## src/rtl/fetch_stage.sv

```systemverilog
// Instruction-fetch stage with IF/ID pipeline register, req/ack instruction memory port,
// freeze skid buffer and branch redirect with discard of in-flight stale fetches.
//
// state   | meaning
// FETCH   | request at pc; accept, skid or bubble depending on ack/freeze/branch
// HOLD    | acked word parked in skid_instr while frozen; no request issued
// DISCARD | redirected while a request is outstanding; wait for and drop its ack
module fetch_stage #(
    parameter logic [31:0] RESET_PC  = 32'h0000_0000,
    parameter logic [31:0] NOP_INSTR = 32'hF000_0000
) (
    input  logic        clk,
    input  logic        rst,
    input  logic        freeze,
    input  logic        branch_taken,
    input  logic [31:0] branch_addr,
    output logic        imem_req,
    output logic [31:0] imem_addr,
    input  logic        imem_ack,
    input  logic [31:0] imem_rdata,
    output logic [31:0] pc_out,
    output logic [31:0] instruction_out,
    output logic        valid_out
);

    typedef enum logic [1:0] {FETCH, HOLD, DISCARD} state_t;

    state_t      state, state_nxt;
    logic [31:0] pc, pc_nxt;
    logic [31:0] pend_addr, pend_nxt;
    logic [31:0] skid_instr, skid_nxt;
    logic [31:0] pc_out_nxt, instr_nxt;
    logic        valid_nxt;
    logic [31:0] pc_inc;

    assign pc_inc    = pc + 32'd4;
    assign imem_req  = rst && (state != HOLD);
    // The outstanding address stays on the bus even though pc already moved to the target.
    assign imem_addr = (state == DISCARD) ? pend_addr : pc;

    always_comb begin
        state_nxt  = state;
        pc_nxt     = pc;
        pend_nxt   = pend_addr;
        skid_nxt   = skid_instr;
        pc_out_nxt = pc_out;
        instr_nxt  = instruction_out;
        valid_nxt  = valid_out;
        case (state)
            FETCH: begin
                if (branch_taken) begin
                    pc_nxt     = branch_addr;
                    pc_out_nxt = 32'd0;
                    instr_nxt  = NOP_INSTR;
                    valid_nxt  = 1'b0;
                    if (!imem_ack) begin
                        state_nxt = DISCARD;
                        pend_nxt  = pc;
                    end
                end else if (imem_ack && !freeze) begin
                    pc_out_nxt = pc_inc;
                    instr_nxt  = imem_rdata;
                    valid_nxt  = 1'b1;
                    pc_nxt     = pc_inc;
                end else if (imem_ack) begin
                    skid_nxt  = imem_rdata;
                    state_nxt = HOLD;
                end else if (!freeze) begin
                    instr_nxt = NOP_INSTR;
                    valid_nxt = 1'b0;
                end
            end
            HOLD: begin
                if (branch_taken) begin
                    pc_nxt     = branch_addr;
                    pc_out_nxt = 32'd0;
                    instr_nxt  = NOP_INSTR;
                    valid_nxt  = 1'b0;
                    skid_nxt   = 32'd0;
                    state_nxt  = FETCH;
                end else if (!freeze) begin
                    pc_out_nxt = pc_inc;
                    instr_nxt  = skid_instr;
                    valid_nxt  = 1'b1;
                    pc_nxt     = pc_inc;
                    state_nxt  = FETCH;
                end
            end
            DISCARD: begin
                if (branch_taken) begin
                    pc_nxt     = branch_addr;
                    pc_out_nxt = 32'd0;
                    instr_nxt  = NOP_INSTR;
                    valid_nxt  = 1'b0;
                end else if (!freeze) begin
                    instr_nxt = NOP_INSTR;
                    valid_nxt = 1'b0;
                end
                if (imem_ack) state_nxt = FETCH;
            end
            default: state_nxt = FETCH;
        endcase
    end

    always_ff @(posedge clk or negedge rst) begin
        if (!rst) begin
            state           <= FETCH;
            pc              <= RESET_PC;
            pend_addr       <= RESET_PC;
            skid_instr      <= 32'd0;
            pc_out          <= 32'd0;
            instruction_out <= NOP_INSTR;
            valid_out       <= 1'b0;
        end else begin
            state           <= state_nxt;
            pc              <= pc_nxt;
            pend_addr       <= pend_nxt;
            skid_instr      <= skid_nxt;
            pc_out          <= pc_out_nxt;
            instruction_out <= instr_nxt;
            valid_out       <= valid_nxt;
        end
    end

endmodule
```

## config.mk

```make
export PLATFORM = sky130hd
export DESIGN_NAME = fetch_stage
export DESIGN_NICKNAME = d
export VERILOG_FILES = /design/src/rtl/fetch_stage.sv
export SDC_FILE = /design/constraint.sdc
export NUM_CORES = 1
export LEC_CHECK = 0
export BUFFER_PORTS_ARGS = -buffer_cell sky130_fd_sc_hd__buf_2
export CELL_PAD_IN_SITES_DETAIL_PLACEMENT = 1
export CELL_PAD_IN_SITES_GLOBAL_PLACEMENT = 1
export CORE_ASPECT_RATIO = 0.5
export CORE_MARGIN = 1
export CORE_UTILIZATION = 43
export DETAILED_ROUTE_END_ITERATION = 16
export MAX_ROUTING_LAYER = met4
export PLACE_DENSITY = 0.82
export SYNTH_ARGS = -nofsm -noshare
export SYNTH_HDL_FRONTEND = slang
export SYNTH_SLANG_ARGS = --single-unit
```

## constraint.sdc

```tcl
create_clock -name clk -period 2.85 [get_ports clk]
set_clock_uncertainty 0.1 [all_clocks]
set_input_delay 0.285 -clock clk [delete_from_list [all_inputs] [get_ports clk]]
set_output_delay 0.285 -clock clk [all_outputs]
set_load 0.01 [all_outputs]
```

After elaboration in Yosys (flattened, before gate mapping). Cells that the tools add are included.

Register bits after elaboration: 163. Output and inout bits: 98. Word-level logic and storage cells: 74. Input bits: 69.

Multiplexer cells: 39. Reductions and logical operators: 11. Bitwise gates (word level): 1. Equal/unequal tests: 15. $add $sub $neg: 1.

Operators with widths (count): two-way mux 32 bit (19); case mux 32 bit (3 select lines) (3); case mux 32 bit (2 select lines) (1); adder 32 x 3 -> 32 bit, second input constant (1); inequality test 3 bit, second input constant (5); two-way mux 2 bit (7); inequality test 2 bit, second input constant (6); AND reduction 5 bit (2); two-way mux 1 bit (7); case mux 2 bit (3 select lines) (1); AND reduction 3 bit (2); inequality test 4 bit, second input constant (1); AND reduction 4 bit (1); case mux 1 bit (3 select lines) (1); nonzero test 3 bit (1); == test 2 x 1 -> 1 bit, second input constant (1); == test 2 bit, second input constant (1); logical AND 1 bit (2); zero test 2 bit (1); inequality test 2 x 1 -> 1 bit, second input constant (1); nonzero test 2 bit (1); zero test 1 bit (1); NOT 1 bit (1).

Longest topological paths before layout.
Word-level depth: 5. Mapped depth: 11. Mapped depth without buffers: 7.

Worst setup path before layout. Ideal clock, no wire load.

Path type: register to output. From: register state[0]. To: output port imem_addr[10]. Cell stages (with the launch flop): 6. Buffers on the path: 2. Data arrival time: 1.802 ns. Setup slack: 0.663 ns. Data required time: 2.465 ns. Path through: dfrtp_1 -> inv_1 -> ha_1 -> buf_1 -> buf_1 -> mux2_2.

Cells in the longest elaborated chain, start to end: 2.

Ends and longest elaborated chain: start, declared (RTL line 28) `state_t state, state_nxt;`; start signal, assigned (RTL line 115) `state <= state_nxt;`; == test 2 bit (RTL line 39) `assign imem_addr = (state == DISCARD) ? pend_addr : pc;`; two-way mux 32 bit (RTL line 39); end, declared (RTL line 18) `output logic [31:0] imem_addr,`.

Every way passes these cells.

Worst setup path after layout.
From: register state[0]. To: output port imem_addr[12].

Same word-level chain as after synthesis.

==> summary.md <==
| Metric | Value |
|---|---|
| Outcome | finished clean |
| CP Data Arrival Time | 2.37 ns |
| Relative slew slack | 0.323 |
| Die span in y | 97.6 um |
| Largest net degree at the start of global routing | 92 |
| Row Count | 34 |
| RePlAce Congestion | about 0.82 |
| Hold Path Class | in2reg |
| Share of the synthesized area in the top cell type | 0.506 |
| Critical Path Fanout Max | 22 |
| Worst-Margin Slew | 1.02 ns |
| Max-cap viol count | 0 |
| Initial Util | 0.446 |
| Crit path launch type | flop |
| Initial antenna violation count | 0 |
| Die width | between 150 and 200 um |
| TritonCTS Buffers | 17 |
| Final worst setup slack | just under 0.1 ns |
| # clock sinks | 163 |
| CP Class | reg2out |
| Reg clk slew, reported paths | 0.06 ns |
| Clock Root Buffer | clkbuf_16 |
| DP HPWL | around 15,000 um |
| Final hold vios | 0 |
| Clock Latency Late Sink | 0.43 ns |
| CORE AREA | 17,600 um^2 |
| DR DRC count | 0 |
| Crit share post-route | 0.966 |
| Worst IR Drop VDD | 0.000602 V |
| Worst Path Required | 2.47 ns |
| R2r startpoint | state[0] |
| Layout cells sized above 1 | 0.329 |
| Total Routing Usage GR | 0.272 |
| Total setup buffers inserted after CTS | 0 |
| Number of vias per cell | a little under 6 |
| Net Sw Power | 0.00431 W |
| Top post-synthesis cells by area | dfrtp_1 51%, mux2_2 8.3%, nand2_1 4.8%, a22o_1 4.1%, o21ai_0 3.8% |
| Most used DFF post-synth | dfrtp_1 |
| RSZ-0062 raised after global routing | no |
| Crit path to | imem_addr[12] |
| Pint | 0.00667 W |
| Static leakage | 4.47 nW |
| Nets | 977 |
| Pwr Density | 1120 nW/um^2 |
| Net Sw Frac | 0.392 |
| Path depth of the worst reg2reg path | 8 |
| Via count | 6,698 |
| Final wirelength | 23,800 um |
| P&R area growth vs syn | 24.7% |
| Port Buffer Count | around 170 |
| Post-Place Worst Slack | 0.323 ns |
| Most frequent cells in the layout | 165 x buf_2, 159 x dfrtp_1, 100 x nand2_1 |
| Slew Viols, Final | 0 |
| DR iter-0 viols | between 200 and 300 |
| Htree depth | 4 |
| Ant. Diodes | 0 |
| CP endpoint kind | primary output |
| Final Setup Violations | 0 |
| TritonCTS clock tree | yes |
| Post-Syn Nets | a little over 800 |
| Area leader, netlist | dfrtp_1 |
| Pre-antenna DRT Iters | 7 |
| Distinct cells, synth | 51 |
| Synth Area per Inst | between 10 and 15 um^2 |
| Combinational power share | 0.402 |
| Max Fclk | 363 MHz |
| Flop and latch count out of synthesis | 163 |
| Part of the power in registers | 0.381 |
| Commonest non-fill, non-tap cell in the layout | buf_2 |
| Seq/Total Area, Yosys | 0.519 |
| Asr flop ratio synth | 1.00 |
| Routed Antenna Nets | 0 |
| EDFF count, synth | 0 |
| Reg-to-Reg End | pc[4] |
| First-pass GRT wire length | between 30,000 and 40,000 um |
| WL per Instance | 20.7 um |
| Synth warn | 0 |
| Grt ovf | 0 |
| Die footprint | 18,900 um^2 |
| Mapped Area | 7860 um^2 |
| Fin Setup TNS | 0 ns |
| Vias in the first global route | 7,313 |
| Cells after synthesis | about 740 |
| Clock power share | 0.217 |
| Crit path time final | 2.75 ns |
| R2R Setup Slk | 0.27 ns |
| Fillers | 1,912 |
| CP startpoint | state[0] |
| Top Ports | 167 |
| Max clock buf depth | 2 |
## worst min-delay path by stage
| stage | start | end | slack [ns] | depth (start not counted) |
|---|---|---|---|---|
| after floorplan | rst | instruction_out[0] | -0.11 | 0 |
| after global placement | rst | skid_instr[2] | 0.03 | 1 |
| after detailed placement | rst | skid_instr[2] | 0.03 | 1 |
| after CTS | imem_rdata[21] | skid_instr[21] | 0.002 | 2 |
| after global routing | imem_rdata[21] | skid_instr[21] | 0.005 | 2 |
| final | imem_rdata[6] | skid_instr[6] | 0.007 | 2 |
## logic make-up (layout without fill, tap and decap cells)
group                      Yosys count  count (layout)  share of synthesized area
muxes                               61              61                     0.0869
and+or+nand+nor                    180             180                      0.120
adders and majority gates            5               5                    0.00796
xor gates and xnor gates            26              26                     0.0290
DFF                                163             163                      0.519
AOI/OAI and AO/OA                  231             231                      0.197
buffers and inverters               73             249                     0.0401
## critical path: stages (launching register included)
cell	delay, ns
dfrtp_1	0.42
inv_1	0.15
ha_2	0.26
buf_4	0.29
buf_6	0.27
mux2_2	0.37
buf_2	0.14
## metal layers
layer	global-route usage	share of wire
met5	-	0
met1	0.332	0.43
met2	0.458	0.51
met3	0.0611	0.045
met4	0.0702	0.012
## through the flow
stage / instances / total power (W) / hold WS [ns] / area [um^2] / utilization
2_1_floorplan: 739 / 0.00690 / -0.111 / 7860 / -
3_3_place_gp: 1093 / 0.00826 / 0.0320 / 8950 / 0.508
3_5_place_dp: 1093 / 0.00852 / 0.0291 / 8950 / 0.508
4_1_cts: 1149 / 0.0110 / 0.00175 / 9800 / 0.557
5_1_grt: 1149 / 0.0116 / 0.00505 / 9800 / 0.557
6_report: 1149 / 0.0110 / 0.00687 / 9800 / 0.557
## cell usage after synthesis, types with 18 or more instances
library cell,count
buf_2,30
a22oi_1,34
xor2_1,18
o21ai_1,19
o22ai_1,20
a21oi_1,22
nand2_1,100
dfrtp_1,159
o21ai_0,59
nand4_1,18
clkbuf_1,28
a22o_1,37
mux2_2,58
## layout make-up
| type | instances | area [um^2] | share of cell area |
|---|---|---|---|
| Inverter | 9 | 33.8 | 0.00345 |
| Clock buffer | 22 | 474 | 0.0484 |
| Tap cell | 234 | 293 | 0.0299 |
| Sequential cell | 163 | 4080 | 0.417 |
| Multi-Input combinational cell | 503 | 3530 | 0.360 |
| Clock inverter | 9 | 129 | 0.0131 |
| Timing Repair Buffer | 209 | 1260 | 0.129 |
## power by group through the flow
stage               registers [W]  logic (W)  clock network [W]
floorplan                 0.00388    0.00302                  0
global placement          0.00409    0.00417                  0
detailed placement        0.00416    0.00435                  0
CTS                       0.00416    0.00444            0.00242
global route              0.00430    0.00481            0.00251
finish                    0.00418    0.00441            0.00239
## timing repair
item | 4_1_cts | 5_1_grt
hold buffers | 25 | 0
setup endpoints to repair | 4 | 0
hold endpoints to repair | 126 | 0
resized for setup | 1 | 0
## state kept, by name, indices dropped and copies added, names as in the netlist
name	cells
instruction_out	32
pc	32
pc_out	32
pend_addr	32
skid_instr	32
state	2
valid_out	1
(Power assumes the default switching activity.)
